$ cat src/rtl/seg_display_arbiter_pkg.sv
`default_nettype none
// ============================================================================
// Module   : seg_disp_pkg
// Purpose  : Shared constants and types for the 7-segment display arbiter.
// Revision : 1.0 - initial release
// ============================================================================
package seg_disp_pkg;

    localparam int NUM_REQ = 4;
    localparam int WORD_W  = 16;

    // Active-low segments, ordered {g,f,e,d,c,b,a}
    localparam logic [6:0] SEG_BLANK = 7'b1111111;
    localparam logic [6:0] SEG_ALL   = 7'b0000000;
    localparam logic [6:0] SEG_0     = 7'b1000000;
    localparam logic [6:0] SEG_1     = 7'b1111001;
    localparam logic [6:0] SEG_2     = 7'b0100100;
    localparam logic [6:0] SEG_3     = 7'b0110000;
    localparam logic [6:0] SEG_4     = 7'b0011001;
    localparam logic [6:0] SEG_5     = 7'b0010010;
    localparam logic [6:0] SEG_6     = 7'b0000010;
    localparam logic [6:0] SEG_7     = 7'b1111000;
    localparam logic [6:0] SEG_8     = 7'b0000000;
    localparam logic [6:0] SEG_9     = 7'b0010000;

    localparam logic [3:0] ANODE_OFF = 4'b1111;

    localparam int REQ_TSET = 0;
    localparam int REQ_ASET = 1;
    localparam int REQ_SW   = 2;
    localparam int REQ_GAME = 3;

    typedef enum logic [0:0] {
        SHOW  = 1'b0,
        BLANK = 1'b1
    } state_t;

endpackage : seg_disp_pkg
`default_nettype wire

$ cat src/rtl/seg_display_arbiter_if.sv
`default_nettype none
// ============================================================================
// Module   : seg_display_arbiter_if
// Purpose  : Requester-side inputs and display-side outputs of the arbiter.
// Revision : 1.0 - initial release
// ============================================================================
interface seg_display_arbiter_if;
    import seg_disp_pkg::*;

    logic [NUM_REQ-1:0]        req;
    logic [NUM_REQ*WORD_W-1:0] num_bus;
    logic [NUM_REQ*4-1:0]      blink_mask;
    logic [WORD_W-1:0]         default_num;
    logic                      alarm_flash;
    logic [3:0]                anode;
    logic [6:0]                seg;
    logic                      dp;
    logic [NUM_REQ-1:0]        grant;
    logic                      frame_done;

    modport master (
        output req, num_bus, blink_mask, default_num, alarm_flash,
        input  anode, seg, dp, grant, frame_done
    );

    modport slave (
        input  req, num_bus, blink_mask, default_num, alarm_flash,
        output anode, seg, dp, grant, frame_done
    );

endinterface : seg_display_arbiter_if
`default_nettype wire

$ cat src/rtl/seg_display_arbiter_decoder.sv
`default_nettype none
// ============================================================================
// Module   : seg_decoder
// Purpose  : BCD nibble to active-low 7-segment pattern; A-F decode blank.
// Revision : 1.0 - initial release
// ============================================================================
module seg_decoder
    import seg_disp_pkg::*;
(
    input  logic [3:0] bcd_i,
    output logic [6:0] seg_o
);

    always_comb begin
        seg_o = SEG_BLANK;
        case (bcd_i)
            4'd0:    seg_o = SEG_0;
            4'd1:    seg_o = SEG_1;
            4'd2:    seg_o = SEG_2;
            4'd3:    seg_o = SEG_3;
            4'd4:    seg_o = SEG_4;
            4'd5:    seg_o = SEG_5;
            4'd6:    seg_o = SEG_6;
            4'd7:    seg_o = SEG_7;
            4'd8:    seg_o = SEG_8;
            4'd9:    seg_o = SEG_9;
            default: seg_o = SEG_BLANK;
        endcase
    end

endmodule : seg_decoder
`default_nettype wire

$ cat src/rtl/seg_display_arbiter.sv
`default_nettype none
// ============================================================================
// Module   : seg_display_arbiter
// Purpose  : Frame-synchronous arbitration and scanning of a shared 4-digit
//            display. Define DP_COLON_EN for a blinking colon on digit 2.
// Revision : 1.0 - initial release
// ============================================================================
module seg_display_arbiter
    import seg_disp_pkg::*;
#(
    parameter int SCAN_DIV  = 16,
    parameter int BLINK_DIV = 24,
    parameter int N_REQ     = 4
)(
    input  logic                  clk_osc,
    input  logic                  reset,
    seg_display_arbiter_if.slave  bus
);

    localparam int CW = SCAN_DIV + 2;

    logic [CW-1:0]      cnt_q, cnt_d;
    logic [BLINK_DIV:0] blink_q, blink_d;
    state_t             state_q, state_d;
    logic [N_REQ-1:0]   grant_q, grant_d, winner;
    logic [3:0]         anode_q, anode_d;
    logic [6:0]         seg_q, seg_d, dec_seg;
    logic               fd_q;
    logic [1:0]         digit;
    logic               dwell_end, frame_end, blink_ph;
    logic [WORD_W-1:0]  src_word;
    logic [3:0]         src_mask;

    assign cnt_d     = cnt_q + {{(CW-1){1'b0}}, 1'b1};
    assign blink_d   = blink_q + {{BLINK_DIV{1'b0}}, 1'b1};
    assign digit     = cnt_q[CW-1 -: 2];
    assign dwell_end = &cnt_q[SCAN_DIV-1:0];
    assign frame_end = &cnt_q;
    assign blink_ph  = blink_q[BLINK_DIV];

    always_comb begin
        winner = '0;
        for (int k = N_REQ - 1; k >= 0; k--) begin
            if (bus.req[k]) begin
                winner    = '0;
                winner[k] = 1'b1;
            end
        end
    end

    // The default source carries no blink mask, so it never blinks.
    always_comb begin
        src_word = bus.default_num;
        src_mask = 4'b0000;
        if (grant_q[REQ_TSET]) begin
            src_word = bus.num_bus[REQ_TSET*WORD_W +: WORD_W];
            src_mask = bus.blink_mask[REQ_TSET*4 +: 4];
        end else if (grant_q[REQ_ASET]) begin
            src_word = bus.num_bus[REQ_ASET*WORD_W +: WORD_W];
            src_mask = bus.blink_mask[REQ_ASET*4 +: 4];
        end else if (grant_q[REQ_SW]) begin
            src_word = bus.num_bus[REQ_SW*WORD_W +: WORD_W];
            src_mask = bus.blink_mask[REQ_SW*4 +: 4];
        end else if (grant_q[REQ_GAME]) begin
            src_word = bus.num_bus[REQ_GAME*WORD_W +: WORD_W];
            src_mask = bus.blink_mask[REQ_GAME*4 +: 4];
        end
    end

    seg_decoder u_dec (
        .bcd_i (src_word[4*digit +: 4]),
        .seg_o (dec_seg)
    );

    always_comb begin
        state_d = state_q;
        grant_d = grant_q;
        if (frame_end) begin
            grant_d = winner;
            state_d = (winner != grant_q) ? BLANK : SHOW;
        end else if (state_q == BLANK && dwell_end) begin
            state_d = SHOW;
        end
    end

    always_comb begin
        anode_d = ANODE_OFF;
        seg_d   = SEG_BLANK;
        if (state_q == SHOW) begin
            seg_d = bus.alarm_flash ? SEG_ALL : dec_seg;
            if (bus.alarm_flash || !(src_mask[digit] && blink_ph))
                anode_d = ~(4'b0001 << digit);
        end
    end

    always_ff @(posedge clk_osc or posedge reset) begin
        if (reset) begin
            cnt_q   <= '0;
            blink_q <= '0;
            state_q <= SHOW;
            grant_q <= '0;
            anode_q <= ANODE_OFF;
            seg_q   <= SEG_BLANK;
            fd_q    <= 1'b0;
        end else begin
            cnt_q   <= cnt_d;
            blink_q <= blink_d;
            state_q <= state_d;
            grant_q <= grant_d;
            anode_q <= anode_d;
            seg_q   <= seg_d;
            fd_q    <= &cnt_d;
        end
    end

`ifdef DP_COLON_EN
    logic dp_q, dp_d;

    always_comb begin
        dp_d = 1'b1;
        if (state_q == SHOW && digit == 2'd2 && !blink_ph && !bus.alarm_flash)
            dp_d = 1'b0;
    end

    always_ff @(posedge clk_osc or posedge reset) begin
        if (reset) dp_q <= 1'b1;
        else       dp_q <= dp_d;
    end

    assign bus.dp = dp_q;
`else
    assign bus.dp = 1'b1;
`endif

    assign bus.anode      = anode_q;
    assign bus.seg        = seg_q;
    assign bus.grant      = grant_q;
    assign bus.frame_done = fd_q;

endmodule : seg_display_arbiter
`default_nettype wire

$ cat src/flat_wrapper.sv
// flat-port wrapper written by rule: the top's interface ports become plain ports
module seg_display_arbiter_flat import seg_disp_pkg::*;
#(
    parameter int SCAN_DIV  = 16,
    parameter int BLINK_DIV = 24,
    parameter int N_REQ     = 4
)
  (clk_osc, reset, bus_req, bus_num_bus, bus_blink_mask, bus_default_num, bus_alarm_flash, bus_anode, bus_seg, bus_dp, bus_grant, bus_frame_done);
  seg_display_arbiter_if bus_i ();
  input  logic clk_osc;
  input  logic reset;
  input wire logic [$bits(bus_i.req)-1:0] bus_req;
  input wire logic [$bits(bus_i.num_bus)-1:0] bus_num_bus;
  input wire logic [$bits(bus_i.blink_mask)-1:0] bus_blink_mask;
  input wire logic [$bits(bus_i.default_num)-1:0] bus_default_num;
  input wire logic [$bits(bus_i.alarm_flash)-1:0] bus_alarm_flash;
  output wire logic [$bits(bus_i.anode)-1:0] bus_anode;
  output wire logic [$bits(bus_i.seg)-1:0] bus_seg;
  output wire logic [$bits(bus_i.dp)-1:0] bus_dp;
  output wire logic [$bits(bus_i.grant)-1:0] bus_grant;
  output wire logic [$bits(bus_i.frame_done)-1:0] bus_frame_done;
  assign bus_i.req = bus_req;
  assign bus_i.num_bus = bus_num_bus;
  assign bus_i.blink_mask = bus_blink_mask;
  assign bus_i.default_num = bus_default_num;
  assign bus_i.alarm_flash = bus_alarm_flash;
  assign bus_anode = bus_i.anode;
  assign bus_seg = bus_i.seg;
  assign bus_dp = bus_i.dp;
  assign bus_grant = bus_i.grant;
  assign bus_frame_done = bus_i.frame_done;
  seg_display_arbiter #(.SCAN_DIV(SCAN_DIV), .BLINK_DIV(BLINK_DIV), .N_REQ(N_REQ)) u_core (.clk_osc(clk_osc), .reset(reset), .bus(bus_i));
endmodule
$ cat config.mk
export PLATFORM = sky130hd
export DESIGN_NAME = seg_display_arbiter_flat
export DESIGN_NICKNAME = d
export VERILOG_FILES = /design/src/rtl/seg_display_arbiter_pkg.sv /design/src/rtl/seg_display_arbiter_if.sv /design/src/rtl/seg_display_arbiter_decoder.sv /design/src/rtl/seg_display_arbiter.sv /design/src/flat_wrapper.sv
export SDC_FILE = /design/constraint.sdc
export NUM_CORES = 1
export LEC_CHECK = 0
export ABC_CLOCK_PERIOD_IN_PS = 3300
export BUFFER_PORTS_ARGS = -buffer_cell sky130_fd_sc_hd__buf_2
export CORE_ASPECT_RATIO = 2
export CORE_UTILIZATION = 49
export DETAILED_ROUTE_END_ITERATION = 12
export HOLD_SLACK_MARGIN = 0.06
export PLACE_DENSITY = 0.87
export SYNTH_ARGS = -nofsm -noshare
export SYNTH_HDL_FRONTEND = slang
export SYNTH_SLANG_ARGS = --single-unit
$ cat constraint.sdc
create_clock -name clk_osc -period 3.3 [get_ports clk_osc]
set_input_delay 0.66 -clock clk_osc [delete_from_list [all_inputs] [get_ports clk_osc]]
set_output_delay 0.66 -clock clk_osc [all_outputs]
set_load 0.05 [all_outputs]
==> results.yml, run 1 <==
min_path:
  hold_start: "u_core.blink_q[23]"
  worstHoldEndpoint: "u_core.blink_q[23]"
  hold_crit_path_type: "reg2reg"
  min_delay_path_depth: 1
routing:
  ant_nets: 0
  drt_drc_violations_left: 0
  totalWireLength_mm: 10.1
  wire_length_per_cell_um: 17.0
  route.detailed.vias_per_inst: 5.78
  drt-pass1-iter-count: 5
  detail_route.iter0.violations: 188
  routed-via-count: 3442
synthesis:
  synth.lib_cells_used.distinct: 68
  synth_edf_count: 0
  yosysSeqAreaShare_pct: 40.2
  netlist_instances: 377
  synth_top_area_cell: "sky130_fd_sc_hd__dfrtp_1"
  synth.top_cells.by_area: "sky130_fd_sc_hd__dfrtp_1, sky130_fd_sc_hd__dfstp_2, sky130_fd_sc_hd__xnor2_1"
  postSynthRegisterBits: 60
  async_flop_share_pct: 100
  synthesis.area_per_instance_um2: 9.99
  postSynth.topFlopCell: "sky130_fd_sc_hd__dfrtp_1"
  synthTopCellsByCount: "sky130_fd_sc_hd__dfrtp_1, sky130_fd_sc_hd__nand2_1, sky130_fd_sc_hd__xnor2_1"
  yosysTopAreaCellShare_pct: 32.6
  synthMostInstantiatedCell: "sky130_fd_sc_hd__dfrtp_1"
  syn-cell-area_um2: 3760
  postSynthNetCount: 489
  yosys_warnings: 0
cells_and_area:
  nNetsFinal: 610
  fin_cells: 595
  num_antenna_cells: 0
  n_fill_cell: 593
  finish.instance_area_um2: 4720
  area_growth_pct: 25.4
  layout-drive-gt1-share_pct: 35.2
timing:
  finalWorstPathRequiredPeriod_ps: 2650
  finalHoldWorstSlack_ps: 467
  timing_worst_slew_pin_value_ps: 1020
  final_clock_skew_ps: 5.45
  timing.final.setup_violations: 0
  timing.fmax_mhz: 377
  max_slew_violation_count: 0
  setup-tns-final_ps: 0
  relSlewSlack_pct: 31.9
  finalCritPeriodShare_pct: 80.5
  hold_violations: 0
  grt_setup_unrepaired: "no"
global_route:
  grt_pass1_vias: 3529
  grt_start_max_net_pins: 52
  grt_first_pass_wirelength_mm: 16.3
  globalRouteTotalUtil_pct: 26.6
  initial_antenna_violation_count: 1
  grt-ovfl-total: 0
floorplanning:
  die_w_um: 64.0
  die-area_um2: 8060
  floorplan.initialDensity_pct: 51.4
  num_io_pins: 120
  std_cell_rows: 44
  fp.coreArea_um2: 7320
  die_height_um: 126
clocking:
  cts.reportedPaths.clkPinSlew_ps: 50
  cts_setup_buffers: 0
  ctsRootBufferMaster: "sky130_fd_sc_hd__clkbuf_16"
  tritoncts_num_sinks: 60
  tritoncts_buffers: 9
  worst_skew_pair.late_latency_ps: 330
  htree_num_levels: 3
  max-clock-path-buffers: 2
  tritoncts: "yes"
  post_cts_resized: 0
  postCtsHoldBufs: 0
pwr:
  clkPwrFrac_pct: 49.5
  internal_power_uw: 1420
  p_sw_uw: 445
  power_frac_comb_pct: 10.3
  switching_share_pct: 23.9
  power_leakage_uw: 0.00228
  totalPowerFinal_uw: 1860
  power-per-cell-area_nw_per_um2: 394
  pwr-share-seq_pct: 40.2
  vdd_ir_drop_max_mv: 0.427
setup_path:
  rr_startpoint: "u_core.bus.grant[3]"
  critical_path_arrival_ps: 2910
  r2r_worst_path_depth: 9
  crit_family: "flip-flops"
  timing.critical_path.from_type: "register"
  critPathBufInv: 2
  timing.setup.critical_path_class: "reg2reg"
  critical_path_cell_by_cell: "buf_4 -> mux2i_1 -> nor2_1 -> o221ai_1 -> and4_4 -> inv_2 -> ha_1 -> mux2_4 -> a211o_1"
  critPathRequiredTime_ps: 3550
  r2r_slack_ps: 650
  worstPathMaxFanout: 12
  critPathSlowestCell: "sky130_fd_sc_hd__dfrtp_1"
  timing.critical_path.to_type: "register"
  critical_path.max_stage_delay_ps: 660
  worstReg2RegEnd: "u_core.bus.seg[6]"
place:
  port_buffers: 118
  detailed_placement_wirelength_estimate_mm: 7.75
  place.gp.congestion: 0.953
  cell_area_placed_um2: 4420
  numPlacedInstances: 579
status:
  outcome: "complete, no violations"
run:
  maxCapViolations: 0
## per-layer routing
layer,wire [µm],global-route usage (%),up-vias
met2,5560,49.9,140
met1,3370,23.8,1621
met4,580,19.5,2
met5,8,0,-
li1,-,-,1632
met3,571,5.62,47
## how the worst max path moves through the flow
stage,startpoint,end,slack (ps),cells after the start
6_report,u_core.bus.grant[3],u_core.bus.seg[6],650,9
5_1_grt,u_core.bus.grant[3],u_core.bus.seg[6],520,9
4_1_cts,u_core.bus.grant[3],u_core.bus.seg[6],660,9
3_5_place_dp,u_core.bus.grant[3],u_core.bus.seg[6],670,9
3_3_place_gp,u_core.bus.grant[3],u_core.bus.seg[6],720,9
2_1_floorplan,u_core.bus.grant[3],u_core.bus.seg[6],730,10
## sequential cells by signal (all words and copies together), names as in the netlist
signal / cells
u_core.bus.grant: 4
u_core.cnt_q: 18
u_core.bus.anode: 4
u_core.state_q: 1
u_core.bus.frame_done: 1
u_core.bus.seg: 7
u_core.blink_q: 25
## kinds of logic after synthesis
group	count (synthesis)	share of synthesized area, %
and+or+nand+nor	136	20.5
AOI/OAI and AO/OA	79	16.2
DFF	60	40.2
xor gates and xnor gates	41	9.54
buffers and inverters	30	4.32
muxes	21	6.15
adders and majority gates	9	2.99
other	1	0.0996
## per-stage QoR
step / setup slack, ps / utilization (%)
floorplan: 735 / -
global placement: 725 / 60.4
detailed placement: 669 / 60.4
CTS: 661 / 64.5
global route: 524 / 64.5
finish: 645 / 64.5
## cell usage in the layout, fill, tap and decap left out, types with 4 or more instances in the layout
cell	Yosys	layout
sky130_fd_sc_hd__a211o_1	6	6
sky130_fd_sc_hd__a21oi_1	13	13
sky130_fd_sc_hd__and2_1	4	4
sky130_fd_sc_hd__and3_1	8	8
sky130_fd_sc_hd__and4_1	4	4
sky130_fd_sc_hd__buf_2	7	118
sky130_fd_sc_hd__buf_4	3	8
sky130_fd_sc_hd__clkbuf_16	0	9
sky130_fd_sc_hd__dfrtp_1	49	49
sky130_fd_sc_hd__dfstp_2	11	11
sky130_fd_sc_hd__ha_1	9	9
sky130_fd_sc_hd__inv_1	11	10
sky130_fd_sc_hd__inv_2	3	4
sky130_fd_sc_hd__mux2i_1	16	16
sky130_fd_sc_hd__nand2_1	29	29
sky130_fd_sc_hd__nand2b_1	6	6
sky130_fd_sc_hd__nand3_1	17	17
sky130_fd_sc_hd__nand3b_1	6	6
sky130_fd_sc_hd__nand4_1	13	13
sky130_fd_sc_hd__nor2_1	19	19
sky130_fd_sc_hd__nor2b_1	8	8
sky130_fd_sc_hd__nor3_1	4	4
sky130_fd_sc_hd__o211ai_1	6	6
sky130_fd_sc_hd__o21ai_0	6	6
sky130_fd_sc_hd__o21ai_1	4	4
sky130_fd_sc_hd__o22ai_1	5	5
sky130_fd_sc_hd__xnor2_1	23	23
sky130_fd_sc_hd__xor2_1	18	18
## power groups by stage
stage | Clock (µW) | Sequential [µW] | Combinational, µW
2_1_floorplan | 0 | 777 | 83.3
3_3_place_gp | 0 | 761 | 186
3_5_place_dp | 0 | 761 | 190
4_1_cts | 937 | 749 | 191
5_1_grt | 977 | 749 | 207
6_report | 921 | 749 | 191
## cell type report
| class | instances | area, µm² | area share (%) |
|---|---|---|---|
| clock inverter | 7 | 76.3 | 1.62 |
| multi-input combinational | 287 | 2090 | 44.2 |
| timing repair buffer | 126 | 651 | 13.8 |
| tap | 92 | 115 | 2.44 |
| inverter | 14 | 52.6 | 1.11 |
| clock buffer | 9 | 225 | 4.77 |
| sequential | 60 | 1520 | 32.1 |
Power figures use the tool's default switching activity.
==> inputs of run 2 (changes only) <==
ABC_CLOCK_PERIOD_IN_PS = 2250   (was 3300)
CORE_UTILIZATION = 47   (was 49)
PLACE_DENSITY = 0.88   (was 0.87)
clock period = 2.25 ns   (was 3.3 ns; I/O delays follow)
==> run 2 against run 1 <==
  * The flow now finishes with violations (negative setup slack)
  * Sequential power up 47%
  * Worst hold slack got worse by 310 ps
  * Sequential share of layout area down 2.8 points
  * Global-route usage is 1.9 points higher
  * Critical path type unchanged
  * First-iteration DRC count up 39%
  * Non-clock buffer count up 37
  * Die area increased by 4.2%
  * Via count increased by 11%
  * Flip-flop and latch count unchanged
  * Core utilization grew 3.3 points
==> results.yml, run 2 (synthesis gave the netlist of run 1 again) <==
status:
  outcome: "finished with violations"
  failed_checks: "negative setup slack"
clocking:
  max-clock-path-buffers: 2
  cts.reportedPaths.clkPinSlew_ps: 50
  tritoncts: "yes"
  tritoncts_num_sinks: 60
  worst_skew_pair.late_latency_ps: 330
  tritoncts_buffers: 9
  htree_num_levels: 3
  ctsRootBufferMaster: "sky130_fd_sc_hd__clkbuf_16"
place:
  place.gp.congestion: 0.924
  numPlacedInstances: 610
  detailed_placement_wirelength_estimate_mm: 8.39
  detailedPlace.worstSlack_ps: -76.6
  port_buffers: 118
timing:
  timing.final.setup_violations: 1
  max_slew_violation_count: 0
  grt_setup_unrepaired: "yes"
  finalCritPeriodShare_pct: 101
  final_clock_skew_ps: 7.61
  timing_worst_slew_pin_value_ps: 533
  finalWorstPathRequiredPeriod_ps: 2280
  setup_slack_ps: -27.1
  relSlewSlack_pct: 64.4
  hold_violations: 0
  finalHoldWorstSlack_ps: 162
  timing.fmax_mhz: 439
global_route:
  grt_pass1_vias: 3796
  grt_start_max_net_pins: 38
  grt_first_pass_wirelength_mm: 18.0
  globalRouteMet3Util_pct: 6.47
  grt-ovfl-total: 0
  gr-max-usage-layer: "met2"
  initial_antenna_violation_count: 0
  grt_use_met1_pct: 28.4
  met2_usage_pct: 52.2
  globalRouteTotalUtil_pct: 28.5
setup_path:
  critical_path.max_stage_delay_ps: 480
  critPathRequiredTime_ps: 2500
  critical_path_cell_by_cell: "nor2b_1 -> a221o_1 -> o221ai_1 -> and4_4 -> inv_4 -> ha_4 -> mux2_4 -> a211o_1"
  critPathSlowestCell: "sky130_fd_sc_hd__dfrtp_2"
  critical_path_arrival_ps: 2530
  crit_family: "compound AO/OA/AOI/OAI gates"
  r2r_worst_path_depth: 8
  worstPathMaxFanout: 8
  worstSetupPathDepth: 8
  timing.critical_path.from_type: "register"
  timing.critical_path.to_type: "register"
  critPathBufInv: 1
  timing.setup.critical_path_class: "reg2reg"
cells_and_area:
  nNetsFinal: 647
  registers.top_by_ff_count: "u_core.blink_q"
  area_growth_pct: 37.9
  num_antenna_cells: 0
  final_cell_mix: "sky130_fd_sc_hd__buf_2, sky130_fd_sc_hd__dfrtp_1, sky130_fd_sc_hd__buf_4"
  layout-drive-gt1-share_pct: 43.1
  fin_cells: 634
  number_of_flip_flops_in_the_largest_register: 25
  mostFrequentLayoutCell: "sky130_fd_sc_hd__buf_2"
routing:
  totalWireLength_mm: 11.9
  routed-via-count: 3826
  detail_route.iter0.violations: 262
  wire_length_per_cell_um: 18.8
  drt_drc_violations_left: 0
  drt-pass1-iter-count: 5
  ant_nets: 0
  route.detailed.vias_per_inst: 6.03
pwr:
  power_leakage_uw: 0.00251
  power-per-cell-area_nw_per_um2: 586
  vdd_ir_drop_max_mv: 0.457
floorplanning:
  num_io_pins: 120
  std_cell_rows: 45
  fp.coreArea_um2: 7660
  floorplan.initialDensity_pct: 49.2
  die_w_um: 65.3
  die_height_um: 129
  die-area_um2: 8390
min_path:
  hold_crit_path_type: "in2async"
run:
  maxCapViolations: 0
## run 2: cell types whose count changed in the layout (fill, tap and decap cells not counted), moves of 2 or more
cell	before	now
sky130_fd_sc_hd__buf_4	8	42
sky130_fd_sc_hd__buf_6	0	2
sky130_fd_sc_hd__bufinv_16	1	3
sky130_fd_sc_hd__clkbuf_8	0	2
sky130_fd_sc_hd__clkinv_4	2	0
sky130_fd_sc_hd__dfrtp_1	49	45
sky130_fd_sc_hd__dfrtp_2	0	4
sky130_fd_sc_hd__ha_1	9	5
sky130_fd_sc_hd__ha_2	0	2
sky130_fd_sc_hd__ha_4	0	2
sky130_fd_sc_hd__inv_1	10	8
sky130_fd_sc_hd__o21ai_1	4	2
sky130_fd_sc_hd__o21ai_2	0	2
## run 2: layer usage
| layer | wire length (µm) | vias to the layer above |
|---|---|---|
| li1 | - | 1703 |
| met1 | 3840 | 1839 |
| met2 | 6480 | 230 |
| met3 | 913 | 54 |
| met4 | 657 | 0 |
| met5 | 0 | - |
## run 2: what timing repair did
| action | in CTS | in global routing |
|---|---|---|
| buffers inserted | 4 | 4 |
| resized for setup | 6 | 14 |
| pin swaps | 3 | 7 |
| setup endpoints to repair | 5 | 7 |
| hold buffers | 0 | 0 |
## run 2: final cells by class
class                           count  area, µm²
Fill cell                         555       2460
Multi-Input combinational cell    287       2200
Sequential cell                    60       1520
Timing Repair Buffer              163        948
Clock buffer                       12        256
Tap cell                           94        118
Clock inverter                      4       95.1
Inverter                           14       58.8
## run 2: final timing paths
kind                                     start                 end  slack, ps
setup reg to reg           u_core.bus.grant[2]   u_core.bus.seg[6]        -30
hold / removal                           reset     u_core.cnt_q[6]        160
hold reg to reg             u_core.blink_q[16]  u_core.blink_q[16]        470
max in group asynchronous                reset   u_core.bus.seg[2]       1440
setup / recovery           u_core.bus.grant[2]   u_core.bus.seg[6]        -30
min in group clk_osc           bus_alarm_flash   u_core.bus.seg[4]        380
## run 2: where the power goes
group | switching [µW] | internal, µW
Combinational | 189 | 158
Sequential | 5.47 | 1090
Clock | 457 | 1140
Total | 651 | 2390
## run 2: worst reg2reg max path: cells and delay by family, from the launching register on
family	cells	cell delay [ps]
AO/OA/AOI/OAI	3	760
flip-flops	1	480
AND/OR/NAND/NOR	2	480
multiplexers	1	270
adder cells (fa/ha/maj)	1	160
buffers and inverters	1	60
## run 2: metrics by stage
step | TNS (ps) | total power (µW) | util [%] | area [µm²]
after detailed placement | -194 | 1430 | 61.2 | 4690
after global routing | -139 | 3140 | 67.8 | 5190
after global placement | -5.94 | 1420 | 61.2 | 4690
final | -27.1 | 3040 | 67.8 | 5190
after CTS | 0 | 3040 | 66.5 | 5090
after floorplan | -126 | 1270 | - | 3820
